File: src/rtl/data_mem_ctrl.sv
// Load/store unit front end: decodes size/sign, aligns store lanes,
// runs a single outstanding access to data memory and extends load data.
module data_mem_ctrl (
    input  logic        clk,
    input  logic        rst,
    input  logic        mem_en,
    input  logic        load,
    input  logic        store,
    input  logic [2:0]  fun3,
    input  logic [31:0] addr,
    input  logic [31:0] wdata,
    output logic        req_ready,
    output logic        rsp_valid,
    output logic [31:0] rdata,
    output logic        err,
    output logic        mem_req,
    output logic        mem_we,
    output logic [31:0] mem_addr,
    output logic [31:0] mem_wdata,
    output logic [3:0]  mem_wmask,
    input  logic [31:0] mem_rdata,
    input  logic        mem_ack
);

    localparam logic [1:0] IDLE   = 2'b00;
    localparam logic [1:0] ACCESS = 2'b01;
    localparam logic [1:0] RESP   = 2'b10;

    logic [1:0]  state;
    logic        is_load_q;
    logic [2:0]  f3_q;
    logic [1:0]  off_q;
    logic        err_q;
    logic [31:0] rdata_q;
    logic        we_q;
    logic [31:0] addr_q;
    logic [31:0] wd_q;
    logic [3:0]  mask_q;

    logic        accept;
    logic        f3_ok;
    logic        misal;
    logic        bad_req;
    logic [3:0]  st_mask;
    logic [31:0] st_data;
    logic [7:0]  ld_byte;
    logic [15:0] ld_half;
    logic [31:0] ld_data;

    assign accept  = (state == IDLE) && mem_en && (load ^ store);
    assign bad_req = !f3_ok || misal;

    // Stores only allow B/H/W; loads additionally allow BU/HU.
    always_comb begin
        f3_ok = 1'b0;
        misal = 1'b0;
        case (fun3)
            3'b000: f3_ok = 1'b1;
            3'b001: begin
                f3_ok = 1'b1;
                misal = addr[0];
            end
            3'b010: begin
                f3_ok = 1'b1;
                misal = |addr[1:0];
            end
            3'b100: f3_ok = load;
            3'b101: begin
                f3_ok = load;
                misal = addr[0];
            end
            default: f3_ok = 1'b0;
        endcase
    end

    always_comb begin
        st_mask = 4'b1111;
        st_data = wdata;
        case (fun3[1:0])
            2'b00: begin
                st_mask = 4'b0001 << addr[1:0];
                st_data = {4{wdata[7:0]}};
            end
            2'b01: begin
                st_mask = addr[1] ? 4'b1100 : 4'b0011;
                st_data = {2{wdata[15:0]}};
            end
            default: begin
                st_mask = 4'b1111;
                st_data = wdata;
            end
        endcase
    end

    always_comb begin
        ld_byte = mem_rdata[7:0];
        case (off_q)
            2'd0: ld_byte = mem_rdata[7:0];
            2'd1: ld_byte = mem_rdata[15:8];
            2'd2: ld_byte = mem_rdata[23:16];
            2'd3: ld_byte = mem_rdata[31:24];
            default: ld_byte = mem_rdata[7:0];
        endcase
        ld_half = off_q[1] ? mem_rdata[31:16] : mem_rdata[15:0];
        case (f3_q)
            3'b000:  ld_data = {{24{ld_byte[7]}}, ld_byte};
            3'b001:  ld_data = {{16{ld_half[15]}}, ld_half};
            3'b100:  ld_data = {24'd0, ld_byte};
            3'b101:  ld_data = {16'd0, ld_half};
            default: ld_data = mem_rdata;
        endcase
    end

    always_ff @(posedge clk or negedge rst) begin
        if (!rst) begin
            state     <= IDLE;
            is_load_q <= 1'b0;
            f3_q      <= 3'b000;
            off_q     <= 2'b00;
            err_q     <= 1'b0;
            rdata_q   <= 32'd0;
            we_q      <= 1'b0;
            addr_q    <= 32'd0;
            wd_q      <= 32'd0;
            mask_q    <= 4'd0;
        end else begin
            case (state)
                IDLE: begin
                    if (accept) begin
                        is_load_q <= load;
                        f3_q      <= fun3;
                        off_q     <= addr[1:0];
                        if (bad_req) begin
                            state   <= RESP;
                            err_q   <= 1'b1;
                            rdata_q <= 32'd0;
                        end else begin
                            state  <= ACCESS;
                            addr_q <= {addr[31:2], 2'b00};
                            we_q   <= store;
                            mask_q <= store ? st_mask : 4'd0;
                            wd_q   <= store ? st_data : 32'd0;
                        end
                    end
                end
                ACCESS: begin
                    if (mem_ack) begin
                        state   <= RESP;
                        err_q   <= 1'b0;
                        rdata_q <= is_load_q ? ld_data : 32'd0;
                    end
                end
                RESP:    state <= IDLE;
                default: state <= IDLE;
            endcase
        end
    end

    assign req_ready = (state == IDLE);
    assign rsp_valid = (state == RESP);
    assign err       = rsp_valid && err_q;
    assign rdata     = rdata_q;
    assign mem_req   = (state == ACCESS);
    assign mem_we    = we_q;
    assign mem_addr  = addr_q;
    assign mem_wdata = wd_q;
    assign mem_wmask = mask_q;

endmodule
File: config.mk
export PLATFORM = sky130hd
export DESIGN_NAME = data_mem_ctrl
export DESIGN_NICKNAME = d
export VERILOG_FILES = /design/src/rtl/data_mem_ctrl.sv
export SDC_FILE = /design/constraint.sdc
export NUM_CORES = 1
export LEC_CHECK = 0
export CORE_MARGIN = 2
export CORE_UTILIZATION = 35
export CTS_BUF_LIST = sky130_fd_sc_hd__clkbuf_4
export CTS_CLUSTER_SIZE = 40
export DETAILED_ROUTE_END_ITERATION = 16
export PLACE_DENSITY = 0.67
export SYNTH_ARGS = -nofsm -noshare
export SYNTH_HDL_FRONTEND = slang
export SYNTH_SLANG_ARGS = --single-unit
File: constraint.sdc
create_clock -name clk -period 2.3 [get_ports clk]
set_input_delay 0.23 -clock clk [delete_from_list [all_inputs] [get_ports clk]]
set_output_delay 0.23 -clock clk [all_outputs]
set_load 0.01 [all_outputs]
==> results.txt, run 1 <==
* Run status: finished clean
* Horizontal extent of the die: between 100 and 150 µm
* Number of enable flip-flop cells after synthesis: 0
* Cell count after synthesis: 427
- Summed over all instances, the cell type with the most area after synthesis is dfrtp_1.
* CTS tree: done
* Power per cell area: a little under 800 nW/µm²
- In this run, placement finished with an instance count of 807.
- Total Die Area: between 15000 and 20000 µm²
- Startpoint of the lowest-slack register-to-register path: off_q[0]
- Cell area after synthesis: around 5400 µm²
- Worst path required time: just over 2 ns
* Final Wtd Congestion: approximately 0.90
- In this run the core area contains 45 standard-cell rows.
- Final wirelength: approximately 16 mm
* Nets: 737
* GRT Residual Overflow: 0
- Power comes to just over 6 mW.
- The count of final hold-check violations came to 0.
- Signal arrival time at the worst endpoint: about 1.9 ns
* Number of global-route vias before repair: around 4400
- The number of different library cells used by synthesis comes to 54.
* DR vias/cell: about 5.3
* Number of antenna violations at the first check in global routing: 2
* Bufs on Longest Clock Path: 2
* Number of buffers inserted during clock tree synthesis: 9
* Primary FF master, synth: dfrtp_1
- The tool flagged a number of max-cap violations equal to 0.
- Sink Count: between 100 and 150
- Share of the yosys chip area belonging to registers: 0.497
- Warning count from the yosys run: 0
* Worst setup slack before clock tree synthesis: -0.143 ns
- The share of synthesized area in the top cell type comes to 0.497.
* PnR worst setup slack: between 0.15 and 0.2 ns
- Worst hold margin: approximately 0.19 ns
- After detailed routing, the average wire length per cell comes to ~19 µm.
- Worst min-delay path category: input pin to asynchronous set/reset pin
* Post-detailed-placement cell area: 7690 µm²
- Largest net degree at the start of global routing: 81
- The first global-routing pass estimated approximately 24 mm of wire.
* Area delta synth->final: 44.7%
- The core region is 15200 µm².
* Crit end category: output pin
* Number of non-filler instances in the completed layout: between 800 and 900
- Final Setup Violations: 0
- Synthesized area divided by synthesized cell count: 12.7 µm²
- Setup repair after global routing left no endpoint under its margin.
- Clk Latency, worst-skew pair: about 0.48 ns
* Worst flop-to-flop path endpoint: rdata[26]
- For the pin with the worst max-slew slack, the measured transition is 1.18 ns.
* Clock root cell: clkbuf_4
- Gr usage total: 0.190
- Sort of element at the start of the critical path: flip-flop
* Commonest cells in the netlist: dfrtp_1, mux2_2, mux2i_1
* Overall die height: around 130 µm
- Across the routed clock network, the largest skew measured is around 0.023 ns.
- Share of final-layout standard cells stronger than drive strength 1: 0.173
- Worst slew margin relative to its limit: 0.209
* #FFs+latches synth: about 110
- Sorting the synthesized cells by area gives the leading types as dfrtp_1, mux2_2, mux2_4.
- Max FO, Critical Path: 7
- The critical path is of the flip-flop to output pin type.
* FF-to-FF setup slack: 0.21 ns
- Summed over all nets, the half-perimeter wirelength after detailed placement is 11.3 mm.
- Routed via count: 4343
* Post-route antenna net violation count: 0
- DR iter-0 viols: roughly 280
- First-pass iteration count of the detailed router: 5
- Clock-pin transition on the worst setup and hold timing paths: around 0.17 ns
* H-tree Lvls: 3
- In the finished design, the share of the clock period the worst path needs comes to 0.924.
- Worst voltage drop across the vdd grid: around 0.39 mV
* Total DRC errors in the routed layout: 0
* Depth of the most critical reg-to-reg path: 4
* Minimum clock period: around 2.1 ns
* Leakage power of the design: roughly 3.3 nW
- Achievable Freq: ~0.47 GHz
* Io pins: 210
* Total non-filler cell area in the finished layout: 7870 µm²
* Initial core utilization: 0.358
* Max Slew Vio Count: 0
- After synthesis, the share of flip-flops with an asynchronous set or reset is 1.00.
- Input/output buffers: 207
- Most common cell in the synthesized netlist: dfrtp_1
-- routing by layer --
metal  up-vias  global-route usage  wire [µm]
met4         0              0.0569        307
met1      2131               0.251       6680
met2       188               0.299       7240
li1       2005                   -          -
met3        19              0.0628       1320
met5         -                   0          0
-- power by group --
part	internal [mW]	switching, mW	total, mW	leakage [nW]
clock	0.360	0.642	1.00	0.0697
combinational	1.49	1.05	2.54	1.82
sequential	2.36	0.313	2.67	1.40
total	4.21	2.00	6.22	3.29
-- sequential cells by signal, indices dropped and copies added (netlist names) --
name	cells
state	2
mem_wdata	32
err_q	1
rdata	32
is_load_q	1
f3_q	3
mem_we	1
off_q	2
mem_wmask	4
mem_addr	30
-- placed cells by master, fill, tap and decap left out, drive strengths merged, types with 2 or more instances in the layout --
cell,netlist,layout
or3,12,12
nand2b,4,4
dfrtp,108,108
nand2,18,18
a22o,17,17
nor2b,5,5
a21o,3,3
inv,18,19
nand3b,2,2
mux2i,33,33
nor4b,2,2
clkbuf,11,11
o21ai,13,13
o2bb2ai,20,20
o2111ai,6,6
buf,21,18
and2,2,2
clkinvlp,0,3
a221oi,8,8
nor2,8,8
nor3,4,4
diode,0,2
mux2,67,67
clkdlybuf4s50,0,206
a32o,16,16
a21oi,13,13
conb,1,2
-- metrics by stage --
step	TNS (ns)	util
final	0	0.518
after global placement	0	0.506
after CTS	0	0.516
after detailed placement	-1.91	0.506
after global routing	0	0.518
after floorplan	0	-
-- worst max-delay path by stage --
stage / startpoint / endpoint / slack, ns / cells past startpoint
after detailed placement: mem_rdata[7] / rdata[26] / -0.14 / 5
after global routing: state[1] / err / 0.03 / 3
after global placement: mem_rdata[7] / rdata[21] / 0.001 / 5
after CTS: state[1] / rdata[26] / 0.03 / 4
after floorplan: state[0] / rdata[10] / 0.56 / 5
final: state[1] / err / 0.17 / 3
-- cell type report --
class / instances / area [µm²]
clock inverters: 5 / 61.3
repair buffers: 225 / 2260
well taps: 188 / 235
fillers: 1374 / 7330
clock buffers: 11 / 82.6
diodes: 2 / 5.00
multi-input cells: 270 / 2450
flip-flops and latches: 108 / 2700
inverters: 18 / 67.6
-- cell families after synthesis --
family | synth area share
AOI/OAI and AO/OA | 0.153
xor gates and xnor gates | 0.00299
buffers and inverters | 0.0534
DFF | 0.497
muxes | 0.219
other | 0.000690
and+or+nand+nor | 0.0746
-- worst max-delay path, stage by stage (launching register included) --
cell	delay (ns)
dfrtp_1	0.53
nor2b_1	0.20
and2_1	0.14
clkdlybuf4s50_1	0.54
-- repair_timing --
item | CTS | global route
buffers inserted | 0 | 0
setup endpoints to repair | 0 | 16
hold buffers | 1 | 0
hold endpoints to repair | 28 | 0
gates resized for setup | 0 | 1
No activity file was read; power rests on OpenSTA's default activity.
==> run 2: changes to the inputs <==
--- a/config.mk
+++ b/config.mk
@@ -6,11 +6,12 @@
 export NUM_CORES = 1
 export LEC_CHECK = 0
 export CORE_MARGIN = 2
-export CORE_UTILIZATION = 35
+export CORE_UTILIZATION = 46
 export CTS_BUF_LIST = sky130_fd_sc_hd__clkbuf_4
 export CTS_CLUSTER_SIZE = 40
 export DETAILED_ROUTE_END_ITERATION = 16
-export PLACE_DENSITY = 0.67
+export PLACE_DENSITY = 0.85
+export SLEW_MARGIN = 10
 export SYNTH_ARGS = -nofsm -noshare
 export SYNTH_HDL_FRONTEND = slang
 export SYNTH_SLANG_ARGS = --single-unit
==> run 2 against run 1 <==
- flip-flop and latch count unchanged
- fmax rose by 0.56%
- core utilization is 16 points higher
==> results.txt, run 2 (synthesis results as in run 1) <==
- The run finished with clean final reports.
- Final wirelength: 15.4 mm (-1.3%)
* Worst hold margin: 0.307 ns (+0.120 ns)
- The worst slew margin relative to its limit was 0.212 (+0.00311).
- The clock latency of the later-clocked register in the worst-skew pair was 0.45 ns (-0.03 ns).
- The total power draw is 6.07 mW (-2.4%).
- The number of primary I/O pins was 210 (unchanged).
- Max Slew Vio Count: 0 (unchanged)
- The peak clock frequency supported by timing was 0.473 GHz (+0.56%).
* Number of global-route vias before repair: 4594 (+4.6%)
* Leading cell type in the layout, fill and taps excluded: clkdlybuf4s50_1
- Final Wtd Congestion: 0.931 (+3.7%)
* Clock root cell: clkbuf_4
* Worst min-delay path category: input pin to asynchronous set/reset pin
* Fillers: 881 (-36%)
* Detailed Place HPWL: 11.4 mm (+0.84%)
- Worst path required time: 2.70 ns (+0.63 ns)
* Critical setup path kind: flip-flop to flip-flop
- The number of vias in the routed layout is 4434 (+2.1%).
* Bufs on Longest Clock Path: 2 (unchanged)
- Area delta synth->final: 42.7%
- Number of buffers added for setup after CTS: 0 (unchanged)
- Gr usage total: 0.242 (+0.0519)
* Total Die Area: 12700 µm² (-23%)
- The total global routing overflow came to 0 (unchanged).
- Power per cell area: 782 nW/µm² (-0.95%)
- The number of standard-cell rows in the floorplan was 39 (-13%).
- The length of the first detailed-routing pass in iterations is 5 (unchanged).
* Final Setup Violations: 0 (unchanged)
- N_diodes: 0 (-2)
- The clock network power share was 0.139 (-0.022).
- The CTS clock-pin slew for the worst setup and hold paths was 0.16 ns (about the same).
- Largest net degree at the start of global routing: 46 (-43%)
* Total non-filler cell area in the finished layout: 7760 µm² (-1.4%)
- The power share of the combinational group was 0.420 (+0.011).
- Fraction of power spent switching nets: 0.330 (+0.00765)
- STA classifies the critical path startpoint as a flip-flop.
* Unrepaired setup endpoints after global routing: false
- The number of antenna violations at the first check in global routing is 0 (-2).
* Sink Count: 108 (unchanged)
* Net switching component of the power: 2.00 mW (about the same)
- Share of final-layout standard cells stronger than drive strength 1: 0.167 (-0.00576)
* Total internal power: 4.07 mW (-3.5%)
* Leakage power of the design: 3.26 nW (-0.93%)
- Input/output buffers: 207 (unchanged)
- The number of DRC markers in iteration 0 came to 281 (-1.1%).
* Period utilisation layout: 0.919 (-0.00513)
- H-tree Lvls: 3 (unchanged)
- Worst voltage drop across the vdd grid: 0.451 mV (+17%)
* Minimum clock period: 2.11 ns (-0.0118 ns)
- The vertical extent of the die is 113 µm (-12%).
- The number of remaining DRC errors is 0 (unchanged).
- The starting density of the core was 0.474 (+0.116).
- The standard cell area after detailed placement is 7620 µm² (-0.93%).
- The post-detailed-route wirelength per cell came to 19.7 µm (+5.0%).
* Least-Margin Pin Slew: 1.17 ns (-0.00463 ns)
- CTS tree: done
- The count of final hold-check violations was 0 (unchanged).
- Area of the placeable core: 11500 µm² (-25%)
* Share of power burned in registers: 0.442 (+0.012)
- Post-route antenna net violation count: 0 (unchanged)
- The largest clock skew in the final design is 0.0126 ns (-0.0103 ns).
- Top library cells by usage in the layout, fill and taps aside: clkdlybuf4s50_1, dfrtp_1, mux2_2, mux2i_1, mux2_4
- STA classifies the critical path endpoint as a flip-flop.
- Max-Cap Viols: 0 (unchanged)
- Signal arrival time at the worst endpoint: 2.51 ns (+0.61 ns)
* Nets: 735 (-0.27%)
- DR vias/cell: 5.70 (+8.5%)
* Horizontal extent of the die: 113 µm (-12%)
- Number of buffers inserted during clock tree synthesis: 9 (unchanged)
- Max FO, Critical Path: 16 (+9)
- Global-route wire length before repair: 24.5 mm (about the same)
[run 2: cell types whose count changed in the layout (fill, tap and decap cells not counted), sizes merged]
cell,previous run,this run
diode,2,0
buf,18,16
inv,19,18
bufinv,1,0
clkinv,0,4
clkbuf,11,9
[run 2: final cells by class]
type	count	area, µm²	area share
Tap cell	143	179	0.0231
Clock buffer	9	67.6	0.00871
Clock inverter	7	43.8	0.00565
Sequential cell	108	2700	0.348
Timing Repair Buffer	223	2240	0.289
Multi-Input combinational cell	270	2450	0.316
Inverter	18	67.6	0.00871
[run 2: power by group through the flow]
stage	Combinational, mW	Sequential (mW)	Clock, mW
3_5_place_dp	2.53	2.71	0
3_3_place_gp	2.47	2.68	0
4_1_cts	2.55	2.68	0.875
5_1_grt	2.70	2.75	0.931
6_report	2.55	2.68	0.840
2_1_floorplan	0.999	2.85	0
[run 2: what timing repair did]
item	in CTS	in global routing
endpoints found under the setup margin	0	16
hold buffers	1	0
endpoints found under the hold margin	43	0
resized for setup	0	1
[run 2: metrics by stage]
stage	utilization	cells	worst slack, ns	TNS [ns]
floorplan	-	428	0.559	0
global placement	0.665	760	-0.0212	-0.293
detailed placement	0.665	760	-0.148	-1.92
CTS	0.675	777	0.103	0
global route	0.676	778	0.0805	0
finish	0.676	778	0.186	0
[run 2: worst max-delay path: stages, from the launching register on]
cell	delay, ns
dfrtp_1	0.51
nor2b_1	0.18
o21ai_1	0.91
a32o_1	0.32
mux2_4	0.16
[run 2: worst paths after layout]
check | cells after the start | endpoint | slack (ns) | start
min | 2 | rdata[10] | 0.31 | rst
max in group asynchronous | 3 | mem_wmask[1] | 1.22 | rst
min reg2reg | 1 | mem_addr[18] | 0.51 | mem_addr[18]
max | 4 | rdata[17] | 0.19 | off_q[0]
max reg2reg | 4 | rdata[17] | 0.19 | off_q[0]
min in group clk | 2 | mem_addr[18] | 0.38 | addr[18]
[run 2: routing by layer]
metal  vias to the layer above  wire length [µm]  track usage
li1                       1994                 -            -
met1                      2163              6280        0.324
met2                       242              7400        0.390
met3                        35              1230       0.0487
met4                         0               449       0.0959
met5                         -                 0            0
